## config.mk

```make
export PLATFORM = sky130hd
export DESIGN_NAME = undocumented_register_bank
export DESIGN_NICKNAME = d
export VERILOG_FILES = /design/src/rtl/undocumented_register_bank_pkg.sv /design/src/rtl/undocumented_register_bank_pcm_snapshot.sv /design/src/rtl/undocumented_register_bank.sv
export SDC_FILE = /design/constraint.sdc
export NUM_CORES = 1
export LEC_CHECK = 0
export ABC_AREA = 1
export BUFFER_PORTS_ARGS = -buffer_cell sky130_fd_sc_hd__buf_4
export CAP_MARGIN = 20
export CORE_MARGIN = 3
export CORE_UTILIZATION = 55
export DETAILED_ROUTE_END_ITERATION = 10
export GPL_TIMING_DRIVEN = 0
export PLACE_DENSITY = 0.76
export SYNTH_ARGS = -nofsm -noshare
export SYNTH_HDL_FRONTEND = slang
export SYNTH_SLANG_ARGS = --single-unit
```

## constraint.sdc

```tcl
create_clock -name clk -period 1.6 [get_ports clk]
set_input_delay 0.16 -clock clk [delete_from_list [all_inputs] [get_ports clk]]
set_output_delay 0.16 -clock clk [all_outputs]
set_load 0.02 [all_outputs]
```

## src/rtl/undocumented_register_bank_pkg.sv

```systemverilog
//------------------------------------------------------------------------------
// Module  : undoc_reg_pkg
// Purpose : Shared types and constants for the CGB undocumented register bank.
// Rev     : 1.0 - initial release
//------------------------------------------------------------------------------
`default_nettype none

package undoc_reg_pkg;

  typedef enum logic [0:0] {
    LIVE = 1'b0,
    HELD = 1'b1
  } snap_state_t;

  // Register 0 in the LSBs; the top register keeps only bits 6:4 writable.
  localparam logic [31:0] c_SCR_MASK_DEFAULT  = {8'h70, 8'hFF, 8'hFF, 8'hFF};
  localparam logic [31:0] c_SCR_FIXED_DEFAULT = {8'h8F, 8'h00, 8'h00, 8'h00};

  function automatic int pcm_bytes(input int ch, input int w);
    return (ch * w) / 8;
  endfunction

endpackage

`default_nettype wire

```

## src/rtl/undocumented_register_bank_pcm_snapshot.sv

```systemverilog
//------------------------------------------------------------------------------
// Module  : pcm_snapshot
// Purpose : PCM amplitude input stage with a coherent multi-byte snapshot hold.
// Rev     : 1.0 - initial release
//------------------------------------------------------------------------------
`default_nettype none

module pcm_snapshot
  import undoc_reg_pkg::*;
#(
  parameter int PCM_BITS   = 16,
  parameter int HOLD_TICKS = 16
) (
  input  logic                clk,
  input  logic                reset_n,
  input  logic                cpu_en,
  input  logic                cgb,
  input  logic                rd_first,
  input  logic                rd_last,
  input  logic [PCM_BITS-1:0] pcm_amp,
  output logic [PCM_BITS-1:0] pcm_vec
);

  localparam int c_CNT_W = (HOLD_TICKS > 1) ? $clog2(HOLD_TICKS) : 1;
  localparam logic [c_CNT_W-1:0] c_CNT_RELOAD = c_CNT_W'(HOLD_TICKS - 1);

  snap_state_t         r_state;
  snap_state_t         w_state_nxt;
  logic [c_CNT_W-1:0]  r_hold_cnt;
  logic [c_CNT_W-1:0]  w_cnt_nxt;
  logic [PCM_BITS-1:0] r_pcm_q;
  logic [PCM_BITS-1:0] r_snap;
  logic [PCM_BITS-1:0] w_snap_nxt;

  always_ff @(posedge clk or negedge reset_n) begin
    if (!reset_n) begin
      r_state    <= LIVE;
      r_hold_cnt <= '0;
      r_pcm_q    <= '0;
      r_snap     <= '0;
    end else begin
      r_state    <= w_state_nxt;
      r_hold_cnt <= w_cnt_nxt;
      r_snap     <= w_snap_nxt;
      if (cpu_en) begin
        r_pcm_q <= pcm_amp;
      end
    end
  end

  // A byte-0 read outranks both release conditions; with a single PCM byte
  // the same read also asserts rd_last, so capture and release coincide.
  always_comb begin
    w_state_nxt = r_state;
    w_cnt_nxt   = r_hold_cnt;
    w_snap_nxt  = r_snap;
    if (cpu_en) begin
      case (r_state)
        LIVE: begin
          if (rd_first) begin
            w_snap_nxt  = r_pcm_q;
            w_cnt_nxt   = c_CNT_RELOAD;
            w_state_nxt = rd_last ? LIVE : HELD;
          end
        end
        HELD: begin
          if (!cgb) begin
            w_state_nxt = LIVE;
          end else if (rd_first) begin
            w_snap_nxt  = r_pcm_q;
            w_cnt_nxt   = c_CNT_RELOAD;
            w_state_nxt = rd_last ? LIVE : HELD;
          end else if (rd_last || (r_hold_cnt == '0)) begin
            w_state_nxt = LIVE;
          end else begin
            w_cnt_nxt = r_hold_cnt - 1'b1;
          end
        end
        default: w_state_nxt = LIVE;
      endcase
    end
  end

  assign pcm_vec = (r_state == HELD) ? r_snap : r_pcm_q;

endmodule

`default_nettype wire

```

## src/rtl/undocumented_register_bank.sv

```systemverilog
//------------------------------------------------------------------------------
// Module  : undocumented_register_bank
// Purpose : CGB-only scratch registers plus a PCM amplitude readback window.
// Rev     : 1.0 - initial release
//------------------------------------------------------------------------------
`default_nettype none

module undocumented_register_bank
  import undoc_reg_pkg::*;
#(
  parameter int                   ADDR_W     = 3,
  parameter int                   SCR_BASE   = 2,
  parameter int                   NUM_SCR    = 4,
  parameter logic [8*NUM_SCR-1:0] SCR_MASK   = c_SCR_MASK_DEFAULT,
  parameter logic [8*NUM_SCR-1:0] SCR_FIXED  = c_SCR_FIXED_DEFAULT,
  parameter int                   PCM_BASE   = 6,
  parameter int                   PCM_CH     = 4,
  parameter int                   PCM_W      = 4,
  parameter int                   HOLD_TICKS = 16
) (
  input  logic                      clk,
  input  logic                      reset_n,
  input  logic                      cpu_en,
  input  logic                      cgb,
  input  logic [ADDR_W-1:0]         reg_select,
  input  logic                      read,
  input  logic                      write,
  input  logic [7:0]                wdata,
  output logic [7:0]                rdata,
  input  logic [PCM_CH*PCM_W-1:0]   pcm_amp
);

  localparam int c_PCM_BITS  = PCM_CH * PCM_W;
  localparam int c_PCM_BYTES = pcm_bytes(PCM_CH, PCM_W);
  localparam int c_WIN       = 1 << ADDR_W;

  generate
    if ((c_PCM_BITS % 8) != 0) begin : g_bad_pcm_width
      $error("PCM_CH*PCM_W must be a multiple of 8");
    end
    if ((SCR_BASE + NUM_SCR > c_WIN) || (PCM_BASE + c_PCM_BYTES > c_WIN)) begin : g_bad_range
      $error("register range exceeds the 2^ADDR_W window");
    end
    if (!((SCR_BASE + NUM_SCR <= PCM_BASE) || (PCM_BASE + c_PCM_BYTES <= SCR_BASE))) begin : g_bad_overlap
      $error("scratch and PCM ranges overlap");
    end
  endgenerate

  logic [7:0]            r_scr [NUM_SCR];
  logic [c_PCM_BITS-1:0] w_pcm_vec;
  logic [7:0]            w_rdata;
  logic                  w_rd_en;
  logic                  w_rd_first;
  logic                  w_rd_last;

  assign w_rd_en    = cpu_en & cgb & read;
  assign w_rd_first = w_rd_en & (reg_select == ADDR_W'(PCM_BASE));
  assign w_rd_last  = w_rd_en & (reg_select == ADDR_W'(PCM_BASE + c_PCM_BYTES - 1));

  always_ff @(posedge clk or negedge reset_n) begin
    if (!reset_n) begin
      for (int i = 0; i < NUM_SCR; i++) begin
        r_scr[i] <= '0;
      end
    end else if (cpu_en && cgb && write) begin
      for (int i = 0; i < NUM_SCR; i++) begin
        if (reg_select == ADDR_W'(SCR_BASE + i)) begin
          r_scr[i] <= (r_scr[i] & ~SCR_MASK[8*i +: 8]) | (wdata & SCR_MASK[8*i +: 8]);
        end
      end
    end
  end

  pcm_snapshot #(
    .PCM_BITS   (c_PCM_BITS),
    .HOLD_TICKS (HOLD_TICKS)
  ) u_pcm_snapshot (
    .clk      (clk),
    .reset_n  (reset_n),
    .cpu_en   (cpu_en),
    .cgb      (cgb),
    .rd_first (w_rd_first),
    .rd_last  (w_rd_last),
    .pcm_amp  (pcm_amp),
    .pcm_vec  (w_pcm_vec)
  );

  // Unmapped indices and all of DMG mode fall through to the open-bus value.
  always_comb begin
    w_rdata = 8'hFF;
    if (cgb) begin
      for (int i = 0; i < NUM_SCR; i++) begin
        if (reg_select == ADDR_W'(SCR_BASE + i)) begin
          w_rdata = (r_scr[i] & SCR_MASK[8*i +: 8]) | (SCR_FIXED[8*i +: 8] & ~SCR_MASK[8*i +: 8]);
        end
      end
      for (int k = 0; k < c_PCM_BYTES; k++) begin
        if (reg_select == ADDR_W'(PCM_BASE + k)) begin
          w_rdata = w_pcm_vec[8*k +: 8];
        end
      end
    end
  end

  assign rdata = w_rdata;

endmodule

`default_nettype wire
```

==> flow_summary_export.csv <==
group,metric,value,unit
run_status,outcome,"finished, violations left",
run_status,violations,"negative setup slack",
detailed_routing,routed-wl-met2,3682,um
floorplan,initial_core_util,58.60,%
logic_synthesis,ys_seq_elements,64,
cells_and_area,layout.nets,502,
sta,totalNegativeSetupSlack,-0.9416,ns
logic_synthesis,syn_nets,446,
critical_path,startpoint_type,"register",
cells_and_area,layout_cells_sized_above_1,26.69,%
sta,tmin_final,1.749,ns
logic_synthesis,synthMostInstantiatedCell,"sky130_fd_sc_hd__nand2_1",
detailed_routing,routedWlPerCell,14.43,um
logic_synthesis,syn_inst,412,
critical_path,cp.arrival,1.59,ns
sta,layout_worst_path_cycle_share,109.3,%
logic_synthesis,sequential_element_share_of_the_synthesized_area,48.16,%
logic_synthesis,synth_area_leader_cell,"sky130_fd_sc_hd__dfrtp_1",
clocking,cts.sinks,64,
global_routing,globalRouteOverflowTotal,0,
clocking,clkTransAtPathRegs,0.07,ns
logic_synthesis,syn_area_per_cell,8.072,um2
critical_path,path_max_fanout,10,
clocking,numCtsBuffers,9,
detailed_routing,wirelength,7849,um
min_path,min-delay-path-class,"in2reg",
placed_design,hpwl,5325,um
cells_and_area,insertedDiodeCount,0,
sta,setup_slack,-0.1487,ns
logic_synthesis,async_flop_share,100.0,%
floorplan,floorplan.rows,27,
logic_synthesis,synthDistinctLibCells,27,
cells_and_area,area_growth_syn_to_layout,22.39,%
detailed_routing,postRouteAntennaNets,0,
critical_path,reg2reg_from,"u_pcm_snapshot.r_state",
critical_path,r2r_slack,0.13,ns
logic_synthesis,synthTopCellsByArea,"sky130_fd_sc_hd__dfrtp_1, sky130_fd_sc_hd__nand2_1, sky130_fd_sc_hd__inv_1",
logic_synthesis,mapped_area,3326,um2
cells_and_area,n_fill_cell,457,
clocking,clock_latency_on_the_worst_skew_pair,0.34,ns
sta,final_hold_viol_count,0,
global_routing,largest_net_degree_at_the_start_of_global_routing,65,
critical_path,crit_path_end_kind,"primary output",
critical_path,setup.worst_path.class,"reg2out",
clocking,clock_tree.htree_level_count,3,
floorplan,core_area,5675,um2
floorplan,die_area,7016,um2
detailed_routing,wl_met1,3460,um
critical_path,regToRegEndpoint,"u_pcm_snapshot.r_hold_cnt[3]",
logic_synthesis,synth_top_area_share,48.16,%
clocking,cts_max_path_buffers,2,
global_routing,grt_pass1_vias,2765,
detailed_routing,top_signal_layer_used,"met4",
logic_synthesis,synth_edf_count,0,
critical_path,critPathRequiredTime,1.44,ns
clocking,cts_tree,"done",
critical_path,setup.worst_path.start,"u_pcm_snapshot.r_state",
run,max_cap_violations,0,
sta,hold_slack,0.01349,ns
detailed_routing,vias,2845,
global_routing,antenna_violations_before_repair,0,
detailed_routing,post-route-drc-count,0,
power,post_layout_power,0.004747,W
floorplan,floorplan.die.height,83.76,um
sta,tightestPinTransition,0.8183,ns
logic_synthesis,synth_flop_cell,"sky130_fd_sc_hd__dfrtp_1",
logic_synthesis,most_numerous_cell_types_in_the_synthesized_netlist,"sky130_fd_sc_hd__nand2_1, sky130_fd_sc_hd__dfrtp_1, sky130_fd_sc_hd__inv_1",
floorplan,die_w,83.76,um
sta,timing.fmax,0.5719,GHz
critical_path,timing.reg2reg.worst_path_depth,5,
global_routing,global_route_wire_length_before_repair,13080,um
power,vdd.ir_drop.worst,0.7899,mV
placed_design,gp_routability_congestion,0.8541,
critical_path,worst_setup_path_endpoint,"rdata[6]",
logic_synthesis,yosys_warnings,0,
clocking,clk_root_buffer_cell,"sky130_fd_sc_hd__clkbuf_8",
power,p_leak,2.063,nW
detailed_routing,detailedRoute.firstPassIterationCount,4,
power,power_per_cell_area,1166,nW/um2
sta,worst_slew_margin_rel,45.45,%
floorplan,floorplan.io_pins,41,
sta,timing.clock.skew,0.008989,ns
global_routing,grt.total_usage,23.47,%
detailed_routing,met3WireLength,617,um
sta,max_slew_violation_total_from_the_final_report,0,
detailed_routing,vias_per_cell,5.230,
detailed_routing,initialDrtViolationCount,224,
placed_design,portBuffers,39,
sta,endpoints_failing_setup,8,
sta,grt_setup_unrepaired,"yes",
## metal layers
layer / vias up / GRT usage [%]
met4: 0 / 10.38
met1: 1312 / 33.42
li1: 1416 / -
met5: - / 0
met2: 106 / 34.56
met3: 11 / 4.837
## registers in the layout, indices dropped and copies added (netlist names)
name                       count
u_pcm_snapshot.r_pcm_q        16
u_pcm_snapshot.r_state         1
r_scr                         27
u_pcm_snapshot.r_hold_cnt      4
u_pcm_snapshot.r_snap         16
## cell type report
class | count | area, um2 | share of cell area, %
Buffer | 14 | 125.1 | 3.074
Clock buffer | 12 | 135.1 | 3.320
Clock inverter | 3 | 67.56 | 1.660
Inverter | 58 | 224.0 | 5.503
Multi-Input combinational cell | 275 | 1451 | 35.66
Sequential cell | 64 | 1603 | 39.38
Tap cell | 72 | 90.09 | 2.213
Timing Repair Buffer | 46 | 374.1 | 9.192
## per-stage QoR
stage / setup slack, ns / utilization [%] / area, um2 / std cells
2_1_floorplan: 0.1989 / - / 3326 / 412
3_3_place_gp: -0.08589 / 65.34 / 3709 / 523
3_5_place_dp: -0.07600 / 65.34 / 3709 / 523
4_1_cts: -0.1289 / 70.66 / 4010 / 543
5_1_grt: -0.2324 / 71.72 / 4070 / 544
6_report: -0.1487 / 71.72 / 4070 / 544
## power breakdown
group / internal [W] / switching (W)
Sequential: 0.00194 / 0.000180
Combinational: 0.000494 / 0.000660
Clock: 0.000872 / 0.000606
Total: 0.00330 / 0.00145
## cell families after synthesis
family,count (synthesis),share of synthesized area (%)
AND/OR/NAND/NOR,184,25.96
flip-flops,64,48.16
adder cells (fa/ha/maj),1,0.3762
buffers and inverters,73,9.744
XOR/XNOR,1,0.2634
AO/OA/AOI/OAI,89,15.50
## timing repair
| item | CTS | global route |
|---|---|---|
| hold buffers | 1 | 0 |
| endpoints found under the hold margin | 64 | 0 |
| endpoints found under the setup margin | 8 | 8 |
| pin swaps | 5 | 14 |
| gates cloned | 2 | 0 |
| gates resized for setup | 21 | 22 |
| buffers inserted | 3 | 1 |
## how the worst min path moves through the flow
stage	end	slack [ns]	depth (start not counted)	startpoint
after global routing	u_pcm_snapshot.r_pcm_q[3]	0.03	3	pcm_amp[3]
after floorplan	r_scr[10]	-0.14	0	reset_n
final	u_pcm_snapshot.r_pcm_q[3]	0.01	3	pcm_amp[3]
after CTS	u_pcm_snapshot.r_pcm_q[3]	0.009	3	pcm_amp[3]
after global placement	u_pcm_snapshot.r_pcm_q[2]	0.30	1	reset_n
after detailed placement	u_pcm_snapshot.r_snap[2]	0.31	1	reset_n
## cell usage in the layout, fill, tap and decap left out, drive strengths merged, types with 3 or more instances in the layout
cell type and n:
nand3 17, nor2 8, inv 56, a31oi 8
nor3 5, a21oi 10, nand2 150, clkbuf 16
buf 55, o21ai 71, dfrtp 64, or2 3
## worst max-delay path: stages (launching register included)
cell and delay (ns):
sky130_fd_sc_hd__dfrtp_2 0.50, sky130_fd_sc_hd__clkbuf_8 0.22, sky130_fd_sc_hd__nand2_1 0.09, sky130_fd_sc_hd__a31oi_4 0.17, sky130_fd_sc_hd__o21ai_1 0.10, sky130_fd_sc_hd__buf_4 0.16
Power figures use the tool's default switching activity.
